[src/rtl/riscv_ctrl_pkg.sv]
// Shared definitions for the RV32I multi-cycle control unit: opcodes,
// FSM state encoding and datapath select encodings.
package riscv_ctrl_pkg;

    localparam logic [6:0] R_TYPE = 7'b0110011;
    localparam logic [6:0] I_TYPE = 7'b0010011;
    localparam logic [6:0] LW     = 7'b0000011;
    localparam logic [6:0] SW     = 7'b0100011;
    localparam logic [6:0] BR     = 7'b1100011;
    localparam logic [6:0] JAL    = 7'b1101111;
    localparam logic [6:0] JALR   = 7'b1100111;
    localparam logic [6:0] LUI    = 7'b0110111;
    localparam logic [6:0] AUIPC  = 7'b0010111;

    typedef enum logic [3:0] {
        ST_IDLE, ST_FETCH, ST_DECODE, ST_MEMADR, ST_MEMRD, ST_MEMWB, ST_MEMWR,
        ST_EXEC_R, ST_EXEC_I, ST_ALUWB, ST_BRANCH, ST_JAL, ST_JALR, ST_UPPER,
        ST_TRAP
    } ctrl_state_t;

    localparam logic [1:0] SRCA_PC    = 2'b00;
    localparam logic [1:0] SRCA_OLDPC = 2'b01;
    localparam logic [1:0] SRCA_RS1   = 2'b10;
    localparam logic [1:0] SRCA_ZERO  = 2'b11;

    localparam logic [1:0] SRCB_RS2   = 2'b00;
    localparam logic [1:0] SRCB_IMM   = 2'b01;
    localparam logic [1:0] SRCB_FOUR  = 2'b10;

    localparam logic [1:0] ALUOP_ADD   = 2'b00;
    localparam logic [1:0] ALUOP_SUB   = 2'b01;
    localparam logic [1:0] ALUOP_FUNCT = 2'b10;

    localparam logic [1:0] RES_ALUOUT = 2'b00;
    localparam logic [1:0] RES_MEM    = 2'b01;
    localparam logic [1:0] RES_ALU    = 2'b10;

    localparam logic [1:0] CAUSE_NONE    = 2'b00;
    localparam logic [1:0] CAUSE_ILLEGAL = 2'b01;
    localparam logic [1:0] CAUSE_TIMEOUT = 2'b10;

    // States that issue a memory request and therefore run the wait timer.
    function automatic logic is_mem_state(input ctrl_state_t s);
        return (s == ST_FETCH) || (s == ST_MEMRD) || (s == ST_MEMWR);
    endfunction

endpackage

[src/rtl/mem_wait_timer.sv]
// Counts cycles spent waiting for memory in one access; flags the cycle in
// which the MEM_TIMEOUT-th consecutive wait happens.
module mem_wait_timer #(
    parameter int MEM_TIMEOUT = 16
) (
    input  logic clk,
    input  logic rst_n,
    input  logic clear,
    input  logic ready,
    output logic expired
);

    localparam int CW = $clog2(MEM_TIMEOUT + 1);
    localparam logic [CW-1:0] LIMIT = CW'(MEM_TIMEOUT - 1);

    logic [CW-1:0] cnt_q;

    // Wait counter: cleared on entry to a memory state, saturates at LIMIT.
    always_ff @(posedge clk or negedge rst_n) begin
        if (!rst_n) begin
            cnt_q <= '0;
        end else if (clear) begin
            cnt_q <= '0;
        end else if (!ready && (cnt_q != LIMIT)) begin
            cnt_q <= cnt_q + CW'(1);
        end
    end

    // A ready in the limit cycle completes the access, so it masks expiry.
    assign expired = !ready && (cnt_q == LIMIT);

endmodule

[src/rtl/multicycle_controller.sv]
// Moore control FSM for the multi-cycle RV32I core: sequences fetch, decode,
// execute, memory and write-back, with illegal-opcode and memory-timeout traps
// and a retired-instruction counter.
//
// Memory handshake: mem_req is held high for the whole access; the access
// completes in the cycle where mem_req and mem_ready are both 1. mem_req never
// drops before completion unless the wait timer expires (trap) or reset hits.
module multicycle_controller
    import riscv_ctrl_pkg::*;
#(
    parameter int MEM_TIMEOUT = 16,
    parameter int CNT_W       = 32,
    parameter bit EN_UPPER    = 1'b1
) (
    input  logic             clk,
    input  logic             rst_n,
    input  logic [6:0]       opcode,
    input  logic             mem_ready,
    output logic             mem_req,
    output logic             mem_we,
    output logic             addr_sel,
    output logic             ir_write,
    output logic             pc_write,
    output logic             reg_write,
    output logic [1:0]       alu_src_a,
    output logic [1:0]       alu_src_b,
    output logic [1:0]       alu_op,
    output logic [1:0]       result_src,
    output logic             branch,
    output logic             trap,
    output logic [1:0]       trap_cause,
    output logic [CNT_W-1:0] retired,
    output ctrl_state_t      dbg_state
);

    ctrl_state_t      state_q, state_d;
    logic [1:0]       trap_cause_q;
    logic [CNT_W-1:0] retired_q;
    logic             is_store_q;
    logic             is_lui_q;
    logic             retire;
    logic             cause_set;
    logic [1:0]       cause_val;
    logic             timer_clear;
    logic             timer_expired;

    mem_wait_timer #(.MEM_TIMEOUT(MEM_TIMEOUT)) u_timer (
        .clk     (clk),
        .rst_n   (rst_n),
        .clear   (timer_clear),
        .ready   (mem_ready),
        .expired (timer_expired)
    );

    // Restart the wait count whenever a memory state is freshly entered.
    always_comb begin
        timer_clear = (state_d != state_q) && is_mem_state(state_d);
    end

    // State, trap cause, retire counter and decode flags (opcode is only
    // trusted in DECODE, so LW/SW and LUI/AUIPC are remembered here).
    always_ff @(posedge clk or negedge rst_n) begin
        if (!rst_n) begin
            state_q      <= ST_IDLE;
            trap_cause_q <= CAUSE_NONE;
            retired_q    <= '0;
            is_store_q   <= 1'b0;
            is_lui_q     <= 1'b0;
        end else begin
            state_q <= state_d;
            if (cause_set) trap_cause_q <= cause_val;
            if (retire) retired_q <= retired_q + CNT_W'(1);
            if (state_q == ST_DECODE) begin
                is_store_q <= (opcode == SW);
                is_lui_q   <= (opcode == LUI);
            end
        end
    end

    // Next-state logic and Moore outputs (FETCH/MEMRD/MEMWR also see mem_ready).
    always_comb begin
        state_d    = state_q;
        mem_req    = 1'b0;
        mem_we     = 1'b0;
        addr_sel   = 1'b0;
        ir_write   = 1'b0;
        pc_write   = 1'b0;
        reg_write  = 1'b0;
        alu_src_a  = SRCA_PC;
        alu_src_b  = SRCB_RS2;
        alu_op     = ALUOP_ADD;
        result_src = RES_ALUOUT;
        branch     = 1'b0;
        trap       = 1'b0;
        retire     = 1'b0;
        cause_set  = 1'b0;
        cause_val  = CAUSE_NONE;
        case (state_q)
            ST_IDLE: state_d = ST_FETCH;
            ST_FETCH: begin
                mem_req = 1'b1;
                if (mem_ready) begin
                    ir_write   = 1'b1;
                    pc_write   = 1'b1;
                    alu_src_a  = SRCA_PC;
                    alu_src_b  = SRCB_FOUR;
                    alu_op     = ALUOP_ADD;
                    result_src = RES_ALU;
                    state_d    = ST_DECODE;
                end else if (timer_expired) begin
                    state_d   = ST_TRAP;
                    cause_set = 1'b1;
                    cause_val = CAUSE_TIMEOUT;
                end
            end
            ST_DECODE: begin
                alu_src_a = SRCA_OLDPC;
                alu_src_b = SRCB_IMM;
                case (opcode)
                    LW, SW:  state_d = ST_MEMADR;
                    R_TYPE:  state_d = ST_EXEC_R;
                    I_TYPE:  state_d = ST_EXEC_I;
                    BR:      state_d = ST_BRANCH;
                    JAL:     state_d = ST_JAL;
                    JALR:    state_d = ST_JALR;
                    LUI, AUIPC: begin
                        if (EN_UPPER) begin
                            state_d = ST_UPPER;
                        end else begin
                            state_d   = ST_TRAP;
                            cause_set = 1'b1;
                            cause_val = CAUSE_ILLEGAL;
                        end
                    end
                    default: begin
                        state_d   = ST_TRAP;
                        cause_set = 1'b1;
                        cause_val = CAUSE_ILLEGAL;
                    end
                endcase
            end
            ST_MEMADR: begin
                alu_src_a = SRCA_RS1;
                alu_src_b = SRCB_IMM;
                state_d   = is_store_q ? ST_MEMWR : ST_MEMRD;
            end
            ST_MEMRD: begin
                mem_req  = 1'b1;
                addr_sel = 1'b1;
                if (mem_ready) begin
                    state_d = ST_MEMWB;
                end else if (timer_expired) begin
                    state_d   = ST_TRAP;
                    cause_set = 1'b1;
                    cause_val = CAUSE_TIMEOUT;
                end
            end
            ST_MEMWB: begin
                result_src = RES_MEM;
                reg_write  = 1'b1;
                retire     = 1'b1;
                state_d    = ST_FETCH;
            end
            ST_MEMWR: begin
                mem_req  = 1'b1;
                mem_we   = 1'b1;
                addr_sel = 1'b1;
                if (mem_ready) begin
                    retire  = 1'b1;
                    state_d = ST_FETCH;
                end else if (timer_expired) begin
                    state_d   = ST_TRAP;
                    cause_set = 1'b1;
                    cause_val = CAUSE_TIMEOUT;
                end
            end
            ST_EXEC_R, ST_EXEC_I: begin
                alu_src_a = SRCA_RS1;
                alu_src_b = (state_q == ST_EXEC_I) ? SRCB_IMM : SRCB_RS2;
                alu_op    = ALUOP_FUNCT;
                state_d   = ST_ALUWB;
            end
            ST_ALUWB: begin
                result_src = RES_ALUOUT;
                reg_write  = 1'b1;
                retire     = 1'b1;
                state_d    = ST_FETCH;
            end
            ST_BRANCH: begin
                alu_src_a  = SRCA_RS1;
                alu_src_b  = SRCB_RS2;
                alu_op     = ALUOP_SUB;
                result_src = RES_ALUOUT;
                branch     = 1'b1;
                retire     = 1'b1;
                state_d    = ST_FETCH;
            end
            ST_JAL, ST_JALR: begin
                // JAL links old PC + 4; JALR drives the rs1 + imm target
                // through the ALU while the link travels the same bus.
                alu_src_a  = (state_q == ST_JAL) ? SRCA_OLDPC : SRCA_RS1;
                alu_src_b  = (state_q == ST_JAL) ? SRCB_FOUR : SRCB_IMM;
                alu_op     = ALUOP_ADD;
                result_src = RES_ALU;
                reg_write  = 1'b1;
                pc_write   = 1'b1;
                retire     = 1'b1;
                state_d    = ST_FETCH;
            end
            ST_UPPER: begin
                alu_src_a = is_lui_q ? SRCA_ZERO : SRCA_OLDPC;
                alu_src_b = SRCB_IMM;
                alu_op    = ALUOP_ADD;
                state_d   = ST_ALUWB;
            end
            ST_TRAP: trap = 1'b1;
            default: state_d = ST_IDLE;
        endcase
    end

    assign trap_cause = trap_cause_q;
    assign retired    = retired_q;
    assign dbg_state  = state_q;

endmodule

[config.mk]
export PLATFORM = sky130hd
export DESIGN_NAME = multicycle_controller
export DESIGN_NICKNAME = d
export VERILOG_FILES = /design/src/rtl/riscv_ctrl_pkg.sv /design/src/rtl/mem_wait_timer.sv /design/src/rtl/multicycle_controller.sv
export SDC_FILE = /design/constraint.sdc
export NUM_CORES = 1
export LEC_CHECK = 0
export ABC_AREA = 1
export BUFFER_PORTS_ARGS = -buffer_cell sky130_fd_sc_hd__buf_4
export CORE_MARGIN = 2
export CORE_UTILIZATION = 49
export DETAILED_ROUTE_END_ITERATION = 6
export PLACE_DENSITY = 0.76
export SYNTH_ARGS = -nofsm -noshare
export SYNTH_HDL_FRONTEND = slang
export SYNTH_SLANG_ARGS = --single-unit
export TNS_END_PERCENT = 50
[constraint.sdc]
create_clock -name clk -period 2.4 [get_ports clk]
set_clock_uncertainty 0.2 [all_clocks]
set_input_delay 0.48 -clock clk [delete_from_list [all_inputs] [get_ports clk]]
set_output_delay 0.48 -clock clk [all_outputs]
set_load 0.02 [all_outputs]
==> results_dict.tcl, run 1 <==
set metrics [dict create \
    relSlewSlack_pct 61.9 \
    p_sw_mw 1.46 \
    yosysWarnings 0 \
    slowest_delay_ps 430 \
    mostFrequentLayoutCells "nand2_1, buf_4, inv_1" \
    cp-startpoint "dbg_state[0]$_DFF_PN0_" \
    pwr-share-comb_pct 48.7 \
    crit_buf_inv 3 \
    worst_setup_path_start_kind "flip-flop" \
    cts_buffers 5 \
    power.total_mw 3.39 \
    start_util_pct 51.6 \
    final.setup.tns_ps 0 \
    seq_area_frac_synth_pct 39.1 \
    final_cells 538 \
    num-fill-cells 505 \
    max_freq_mhz 436 \
    place.gp.congestion 0.913 \
    vias 2779 \
    grt_usage_pct 24.3 \
    rows 27 \
    worst_ep_arrival_time_ps 1610 \
    grt_max_degree 46 \
    synth_cell_types 31 \
    worst_pin_slew_ps 566 \
    swShare_pct 43.0 \
    nets 478 \
    setup.worst_path.class "reg -> out" \
    ys_seq_elements 45 \
    vias_per_cell 5.17 \
    drtIter0Drc 108 \
    syn_to_final_growth_pct 28.2 \
    gr-total-overflow 0 \
    r2r_start "u_timer.cnt_q[0]$_DFFE_PN0P_" \
    peakVddDrop_mv 0.610 \
    cts_max_level 2 \
    antenna_found_initial 0 \
    wl_microns 7350 \
    path_depth 7 \
    setup_viol 0 \
    report.final.slew_viol_count 0 \
    fin_crit_ps 2290 \
    clk_pin_slew_ps 90 \
    worstHoldPathType "reg -> reg" \
    port-buffer-count 63 \
    dp.cells 527 \
    core-area_sq_um 5570 \
    n_antenna_cell 0 \
    die_height_microns 80.6 \
    multi_input_area_sq_um 1540 \
    dp_hpwl_microns 5730 \
    grt_pass1_wl_microns 12300 \
    pwr-share-clk_pct 20.5 \
    p_int_mw 1.94 \
    regArea_sq_um 1130 \
    pwr-share-seq_pct 30.8 \
    status "complete, no violations" \
    hold_viol_final 0 \
    cp_slowest_cell "dfrtp_2" \
    layout_commonest_cell "nand2_1" \
    syn_avg_cell_area_sq_um 7.42 \
    path_cells "inv_1 > nor2_2 > inv_1 > nor2_2 > a21oi_1 > o2111ai_1 > buf_4" \
    cp-end-kind "output pin" \
    leakage_nw 1.98 \
    ff2ff_path_depth 11 \
    drc 0 \
    cts_tree "done" \
    netlist_area_sq_um 2880 \
    drtAntennaViolNets 0 \
    powerDensity_nw_per_um2 920 \
    crit_end "alu_src_a[1]" \
    clock_sinks 45 \
    syn_nets 401 \
    routedWlPerCell_microns 13.7 \
    drv_cap 0 \
    reg2reg_to "u_timer.cnt_q[1]$_DFFE_PN0P_" \
    grt_pass1_vias 2645 \
    syn_inst 388 \
    r2r_slack_ps 110 \
    firstDrtPassIters 4 \
    finalCritPeriodShare_pct 95.6 \
    crit_required_ps 1720 \
    crit_family "flip-flops" \
    io_pins 64 \
    drive_gt1_share_pct 25.1 \
    clockBufferDepth 2 \
    die_w_microns 80.6 \
    crit_fanout 6 \
    clock_insertion_delay_worst_skew_ps 300 \
    cts-root-buf "clkbuf_8" \
    die-area_sq_um 6500 \
]
[cell usage after synthesis]
cell type / n / area, sq um
mux2i_1: 1 / 10.0
nand4_4: 1 / 21.3
o21ai_0: 11 / 55.1
nor3_1: 13 / 65.1
nand3_2: 2 / 20.0
and2_1: 1 / 6.26
a21oi_2: 1 / 8.76
xor2_1: 28 / 245
nand2_1: 93 / 349
clkinv_1: 1 / 3.75
o2111ai_1: 1 / 8.76
inv_2: 3 / 11.3
nand4_2: 2 / 25.0
nand3_1: 36 / 180
nor4_1: 3 / 18.8
or2_4: 1 / 8.76
clkbuf_1: 1 / 3.75
nor2_2: 10 / 62.6
xnor2_1: 6 / 52.6
buf_4: 1 / 7.51
a21oi_1: 10 / 50.1
nand2_2: 5 / 31.3
dfrtp_1: 45 / 1130
and3_1: 1 / 6.26
inv_1: 56 / 210
ha_1: 3 / 37.5
nor2_1: 35 / 131
buf_6: 1 / 11.3
nand4_1: 14 / 87.6
nand2_4: 1 / 11.3
nor2_4: 1 / 11.3
[repair_timing]
| item | CTS | global route |
|---|---|---|
| pin swaps | 0 | 2 |
| buffers inserted | 0 | 2 |
| hold endpoints to repair | 45 | 0 |
| gates resized for setup | 1 | 11 |
| endpoints found under the setup margin | 2 | 13 |
| hold buffers | 1 | 0 |
| cloned | 0 | 0 |
[final cells by class]
| cell class | instances | share of cell area, % |
|---|---|---|
| clock buffer | 5 | 1.87 |
| multi-input combinational | 280 | 41.8 |
| timing repair buffer | 73 | 15.3 |
| inverter | 60 | 6.11 |
| tap | 72 | 2.44 |
| clock inverter | 3 | 1.87 |
| sequential | 45 | 30.7 |
[how the worst min path moves through the flow]
stage | end | cells after the start | startpoint
after global placement | is_lui_q$_DFFE_PN0P_ | 2 | is_lui_q$_DFFE_PN0P_
after CTS | is_store_q$_DFFE_PN0P_ | 4 | opcode[4]
after floorplan | dbg_state[0]$_DFF_PN0_ | 0 | rst_n
after global routing | retired[10]$_DFFE_PN0P_ | 1 | retired[10]$_DFFE_PN0P_
after detailed placement | retired[10]$_DFFE_PN0P_ | 1 | retired[10]$_DFFE_PN0P_
final | retired[10]$_DFFE_PN0P_ | 1 | retired[10]$_DFFE_PN0P_
[power by group through the flow]
| stage | Sequential [mW] | Combinational (mW) | Clock (mW) |
|---|---|---|---|
| 6_report | 1.05 | 1.65 | 0.695 |
| 5_1_grt | 1.07 | 1.84 | 0.739 |
| 4_1_cts | 1.05 | 1.54 | 0.707 |
| 3_5_place_dp | 1.06 | 1.53 | 0 |
| 3_3_place_gp | 1.06 | 1.50 | 0 |
| 2_1_floorplan | 1.12 | 0.938 | 0 |
[state kept, by name, indices dropped and copies added, names as in the netlist]
register and cells:
dbg_state 4, u_timer.cnt_q 5, trap_cause 2, is_store_q 1, is_lui_q 1, retired 32
[per-stage QoR]
| step | hold WS [ps] | worst slack (ps) | util [%] | area (sq um) |
|---|---|---|---|---|
| floorplan | -15.6 | 66.8 | - | 2880 |
| global placement | 282 | 99.5 | 62.3 | 3470 |
| detailed placement | 286 | 108 | 62.3 | 3470 |
| CTS | 291 | 36.9 | 64.9 | 3620 |
| global route | 316 | -49.2 | 66.2 | 3690 |
| finish | 303 | 106 | 66.2 | 3690 |
[cell families after synthesis]
group,Yosys count,share of synthesized area [%]
adder cells (fa/ha/maj),3,1.30
XOR/XNOR,34,10.3
multiplexers,1,0.348
flip-flops,45,39.1
AO/OA/AOI/OAI,23,4.26
buffers and inverters,63,8.61
AND/OR/NAND/NOR,219,36.0
[metal layers]
metal / wire length, microns / vias to the layer above / track usage [%] / part of all wire, %
li1: - / 1391 / - / -
met1: 3020 / 1305 / 30.3 / 41
met2: 3880 / 69 / 42.5 / 53
met3: 334 / 14 / 4.04 / 4.5
met4: 123 / 0 / 8.14 / 1.7
met5: 0 / - / 0 / 0
Power figures use the tool's default switching activity.
==> inputs of run 2 (changes only) <==
--- a/config.mk
+++ b/config.mk
@@ -5,10 +5,11 @@
 export SDC_FILE = /design/constraint.sdc
 export NUM_CORES = 1
 export LEC_CHECK = 0
-export ABC_AREA = 1
+export ABC_AREA = 0
 export BUFFER_PORTS_ARGS = -buffer_cell sky130_fd_sc_hd__buf_4
+export CAP_MARGIN = 20
 export CORE_MARGIN = 2
-export CORE_UTILIZATION = 49
+export CORE_UTILIZATION = 48
 export DETAILED_ROUTE_END_ITERATION = 6
 export PLACE_DENSITY = 0.76
 export SYNTH_ARGS = -nofsm -noshare
==> run 2 against run 1 <==
The flow now finishes with violations (setup timing). Sequential share of layout area shrank 2.0 points. First-iteration DRC count up 38%. Final cell count decreased by 10%. Sequential power is essentially flat. Worst setup slack lost 480 ps. Largest power group unchanged. Die area decreased by 7.1%. Flip-flop and latch count unchanged. Via count fell by 7.0%. Clock power fell by 27%. Register-to-register slack got worse by 480 ps. Synthesized cell count shrank 27%. Critical endpoint is now u_timer.cnt_q[3]$_DFFE_PN0P_.
==> results_dict.tcl, run 2 <==
set metrics [dict create \
    status "complete, but fails checks" \
    violations "setup timing" \
    final_cells 484 \
    cts_max_level 2 \
    layout_commonest_cell "buf_4" \
    crit_required_ps 2370 \
    vias 2584 \
    relSlewSlack_pct 63.2 \
    start_util_pct 50.5 \
    syn_nets 295 \
    ys_seq_elements 45 \
    setup.worst_path.class "reg -> reg" \
    synth_edf_count 0 \
    worst_pin_slew_ps 552 \
    peakVddDrop_mv 0.718 \
    drtAntennaViolNets 0 \
    clock_insertion_delay_worst_skew_ps 290 \
    worstHoldPathType "reg -> reg" \
    grt_pass1_vias 2473 \
    power.total_mw 3.78 \
    yosys.area.top_type "dfrtp_1" \
    multi_input_area_sq_um 1530 \
    clockBufferDepth 2 \
    yosysWarnings 0 \
    leakage_nw 1.93 \
    syn_avg_cell_area_sq_um 9.26 \
    synth_flop_cell "dfrtp_1" \
    rows 26 \
    cts-root-buf "clkbuf_8" \
    max_freq_mhz 360 \
    slowest_delay_ps 510 \
    drtIter0Drc 149 \
    drv_cap 0 \
    mostFrequentLayoutCells "buf_4, dfrtp_1, nand2_1" \
    finalWorstSetupSlack_ps -375 \
    core-area_sq_um 5170 \
    wl_microns 7250 \
    worst_ep_arrival_time_ps 2750 \
    num-fill-cells 380 \
    synthTopCellsByArea "dfrtp_1, xnor2_1, xor2_1" \
    cts_tree "done" \
    regArea_sq_um 1130 \
    crit_fanout 5 \
    die_w_microns 77.7 \
    grt_usage_pct 23.9 \
    synth_cell_types 49 \
    seq_area_frac_synth_pct 43.1 \
    grt_pass1_wl_microns 11700 \
    syn_to_final_growth_pct 51.1 \
    yosysTopAreaCellShare_pct 43.1 \
    die_height_microns 77.7 \
    crit_family "simple AND/OR/NAND/NOR gates" \
    routedWlPerCell_microns 15.0 \
    gr-total-overflow 0 \
    synthArstFlopShare_pct 100 \
    largest_reg_flops 32 \
    firstDrtPassIters 4 \
    report.final.slew_viol_count 0 \
    syn_inst 282 \
    io_pins 64 \
    clk_pin_slew_ps 90 \
    drive_gt1_share_pct 43.5 \
    rsz0062_at_grt "yes" \
    cp-end-kind "flip-flop" \
    finalCritPeriodShare_pct 116 \
    crit_buf_inv 0 \
    fin_crit_ps 2770 \
    place.gp.congestion 0.906 \
    cts_buffers 5 \
    drc 0 \
    netlist_top_cells_count "dfrtp_1, nand2_1, nor2_1" \
    powerDensity_nw_per_um2 959 \
    n_antenna_cell 0 \
    port-buffer-count 63 \
    setup_viol 5 \
    die-area_sq_um 6040 \
    dp_hpwl_microns 5230 \
    vias_per_cell 5.34 \
    synth_most_common_cell "dfrtp_1" \
    cp_slowest_cell "or4b_4" \
    post-place-ws_ps -547 \
    clock_sinks 45 \
    antenna_found_initial 0 \
    worst_path_most_repeated_cell "or4b_4" \
    nets 426 \
    dp.cells 468 \
    grt_max_degree 46 \
    path_cells "ha_2 > and3_4 > ha_4 > nand2b_4 > a211o_1 > or4b_4 > or4b_4 > a32oi_4 > nor2_1" \
    netlist_area_sq_um 2610 \
    hold_viol_final 0 \
    worst_setup_path_start_kind "flip-flop" \
]
run 2: cell types whose count changed after synthesis, sizes merged, moves of 7 or more:
cell,previous run,this run
nand3,38,13
inv,59,5
nor2,46,28
xor2,28,17
and3,1,9
nor2b,0,7
nand2,99,31
nand2b,0,13
nor3,13,4
nand4,17,9
xnor2,6,18
run 2: power breakdown:
part | leakage (nW) | total (mW) | internal (mW) | switching [mW]
clock | 0.0542 | 0.506 | 0.260 | 0.245
combinational | 1.28 | 2.25 | 1.14 | 1.11
sequential | 0.594 | 1.03 | 0.888 | 0.137
total | 1.93 | 3.78 | 2.29 | 1.49
run 2: logic make-up after synthesis:
family / Yosys count / synth area share, %
simple gates: 137 / 27.9
flops: 45 / 43.1
compound gates: 44 / 12.0
xor+xnor: 35 / 11.7
buf+inv: 17 / 3.31
fa+ha+maj: 3 / 1.44
mux: 1 / 0.431
run 2: metal layers:
layer / up-vias / wire, microns / track usage [%]
met2: 65 / 3580 / 39.1
met3: 4 / 392 / 4.77
met1: 1257 / 3240 / 33.1
met5: - / 0 / 0
met4: 0 / 41 / 4.46
li1: 1258 / - / -
run 2: repair_timing:
action | CTS | global route
setup buffers | 3 | 3
hold buffers | 1 | 0
gates cloned | 0 | 1
pin swaps | 2 | 4
endpoints found under the hold margin | 45 | 0
endpoints found under the setup margin | 24 | 26
gates resized for setup | 8 | 20
run 2: worst paths after layout:
kind	cells after the start	start	to	slack, ps
setup / recovery	9	u_timer.cnt_q[1]$_DFFE_PN0P_	u_timer.cnt_q[3]$_DFFE_PN0P_	-370
hold / removal	1	retired[31]$_DFFE_PN0P_	retired[31]$_DFFE_PN0P_	270
setup reg to reg	9	u_timer.cnt_q[1]$_DFFE_PN0P_	u_timer.cnt_q[3]$_DFFE_PN0P_	-370
hold reg to reg	1	retired[31]$_DFFE_PN0P_	retired[31]$_DFFE_PN0P_	270
max in group asynchronous	2	rst_n	dbg_state[0]$_DFF_PN0_	1060
min in group asynchronous	2	rst_n	retired[21]$_DFFE_PN0P_	520
run 2: area by class of cell:
| cell class | count | share of cell area [%] |
|---|---|---|
| Tap cell | 70 | 2.22 |
| Inverter | 5 | 0.476 |
| Sequential cell | 45 | 28.7 |
| Clock inverter | 1 | 0.127 |
| Clock buffer | 7 | 2.44 |
| Multi-Input combinational cell | 220 | 38.8 |
| Timing Repair Buffer | 136 | 27.3 |
run 2: per-stage QoR:
step                util, %  area (sq um)  hold WS [ps]  setup TNS [ps]
floorplan                 -          2650         -15.6           -1330
global placement       70.5          3650           259           -2600
CTS                    73.9          3820           273           -1810
detailed placement     70.5          3650           258           -3400
finish                 76.2          3940           274           -1850
global route           76.2          3940           298           -2330
==> inputs of run 3 (changes only) <==
==> constraint.sdc (replaced) <==
create_clock -name clk -period 2.5 [get_ports clk]
set_clock_uncertainty 0.2 [all_clocks]
set_input_delay 0.5 -clock clk [delete_from_list [all_inputs] [get_ports clk]]
set_output_delay 0.5 -clock clk [all_outputs]
set_load 0.02 [all_outputs]
==> run 3 against run 2 <==
The flow finishes with violations (hold timing, setup timing). Clock power decreased by 6.9%. Non-clock buffer count is 12 lower. Via count decreased by 1.5%. Worst setup slack improved by 89 ps. Hold slack worse by 290 ps. Routed wire length is 7.3% lower. Sequential power is 6% lower. Critical endpoint is now u_timer.cnt_q[4]$_DFFE_PN0P_.
==> results_dict.tcl, run 3 (same netlist as run 2, synthesis figures left out) <==
set metrics [dict create \
    crit_required_ps 2480 \
    drive_gt1_share_pct 39.3 \
    die-area_sq_um 6040 \
    n_antenna_cell 0 \
    vias_per_cell 5.39 \
    mostFrequentLayoutCells "buf_4, dfrtp_1, nand2_1" \
    worst_ep_arrival_time_ps 2760 \
    cp-startpoint "u_timer.cnt_q[0]$_DFFE_PN0P_" \
    crit_fanout 5 \
    finalCritPeriodShare_pct 111 \
    syn_to_final_growth_pct 43.8 \
    die_height_microns 77.7 \
    fin_crit_ps 2790 \
    reg2reg_to "u_timer.cnt_q[4]$_DFFE_PN0P_" \
    io_pins 64 \
    crit_end "u_timer.cnt_q[4]$_DFFE_PN0P_" \
    cp_slowest_cell "or4b_4" \
    finalWorstSetupSlack_ps -285 \
    drc 0 \
    slowest_delay_ps 540 \
    port-buffer-count 63 \
    cts_tree "done" \
    r2r_slack_ps -290 \
    rows 26 \
    clockBufferDepth 2 \
    cts_buffers 5 \
    gr-total-overflow 0 \
    grt_pass1_vias 2394 \
    grt_pass1_wl_microns 11200 \
    peakVddDrop_mv 0.512 \
    vias 2546 \
    path_cells "ha_2 > and3_4 > ha_4 > nand2b_4 > a211o_1 > or4b_4 > or4b_4 > a32oi_4 > a211oi_1" \
    setup_viol 5 \
    place.gp.congestion 0.894 \
    drv_cap 0 \
    core-area_sq_um 5170 \
    wl_microns 6720 \
    setup.worst_path.class "reg -> reg" \
    rsz0062_at_grt "yes" \
    grt_max_degree 46 \
    power.total_mw 3.35 \
    r2r_start "u_timer.cnt_q[0]$_DFFE_PN0P_" \
    nets 414 \
    leakage_nw 1.85 \
    relSlewSlack_pct 63.6 \
    holdBufCountCts 0 \
    clock_insertion_delay_worst_skew_ps 300 \
    drtIter0Drc 178 \
    die_w_microns 77.7 \
    status "complete, but fails checks" \
    layout_commonest_cell "buf_4" \
    grt_usage_pct 22.6 \
    max_freq_mhz 359 \
    drtAntennaViolNets 0 \
    routedWlPerCell_microns 14.2 \
    clk_pin_slew_ps 80 \
    worstHoldPathType "in -> async" \
    worst_path_most_repeated_cell "or4b_4" \
    antenna_found_initial 0 \
    largest_reg_flops 32 \
    cp-end-kind "flip-flop" \
    dp_hpwl_microns 5060 \
    hold_viol_final 32 \
    worst_hold_slack_ps -19.3 \
    cts_max_level 2 \
    violations "hold timing, setup timing" \
    cts-root-buf "clkbuf_8" \
    start_util_pct 50.5 \
    clock_sinks 45 \
    report.final.slew_viol_count 0 \
    ff2ff_path_depth 9 \
    worst_pin_slew_ps 546 \
    powerDensity_nw_per_um2 893 \
    firstDrtPassIters 4 \
    worst_setup_path_start_kind "flip-flop" \
]
## run 3: cell count changes in the layout (fill, tap and decap cells not counted), moves of 2 or more
cell | previous run | this run
a21oi_1 | 9 | 11
buf_4 | 127 | 123
a21oi_2 | 2 | 0
buf_6 | 6 | 0
## run 3: worst min-delay path by stage
stage,start,endpoint,cells past startpoint
2_1_floorplan,rst_n,dbg_state[0]$_DFF_PN0_,0
3_3_place_gp,retired[31]$_DFFE_PN0P_,retired[31]$_DFFE_PN0P_,1
3_5_place_dp,retired[31]$_DFFE_PN0P_,retired[31]$_DFFE_PN0P_,1
4_1_cts,rst_n,retired[2]$_DFFE_PN0P_,1
5_1_grt,rst_n,retired[29]$_DFFE_PN0P_,1
6_report,rst_n,retired[29]$_DFFE_PN0P_,1
## run 3: layout make-up
| class | instances | area (sq um) |
|---|---|---|
| multi-input combinational | 220 | 1480 |
| inverter | 5 | 18.8 |
| fill | 378 | 1420 |
| clock buffer | 6 | 82.6 |
| sequential | 45 | 1130 |
| tap | 70 | 87.6 |
| timing repair buffer | 124 | 943 |
| clock inverter | 2 | 13.8 |
## run 3: layer usage
metal	track usage, %	wire [microns]	up-vias	share of wire (%)
li1	-	-	1230	-
met1	31.3	3000	1230	45
met2	37.7	3290	78	49
met3	3.60	387	8	5.8
met4	4.64	52	0	0.77
met5	0	0	-	0
## run 3: report_power, final
| group | switching, mW | internal (mW) | leakage [nW] |
|---|---|---|---|
| registers | 0.116 | 0.851 | 0.595 |
| logic | 0.985 | 0.927 | 1.21 |
| clock network | 0.247 | 0.224 | 0.0512 |
## run 3: worst max-delay path: cells and delay by family (launching register included)
family,cells,cell delay (ps)
compound gates,3,430
fa+ha+maj,2,350
simple gates,4,1260
flops,1,400
## run 3: timing repair
item,in CTS,in global routing
resized for setup,3,8
buffers inserted,3,2
setup endpoints to repair,6,15
cloned,0,0
pin swaps,6,2
## run 3: stage by stage
stage          util (%)  cell area (sq um)  instances  worst slack [ps]  setup TNS (ps)
2_1_floorplan         -               2650        282              -181            -827
3_3_place_gp       69.0               3570        459              -390           -1910
3_5_place_dp       69.0               3570        459              -432           -2080
4_1_cts            71.7               3710        470              -291           -1410
5_1_grt            72.6               3750        472              -372           -1770
6_report           72.6               3750        472              -285           -1390
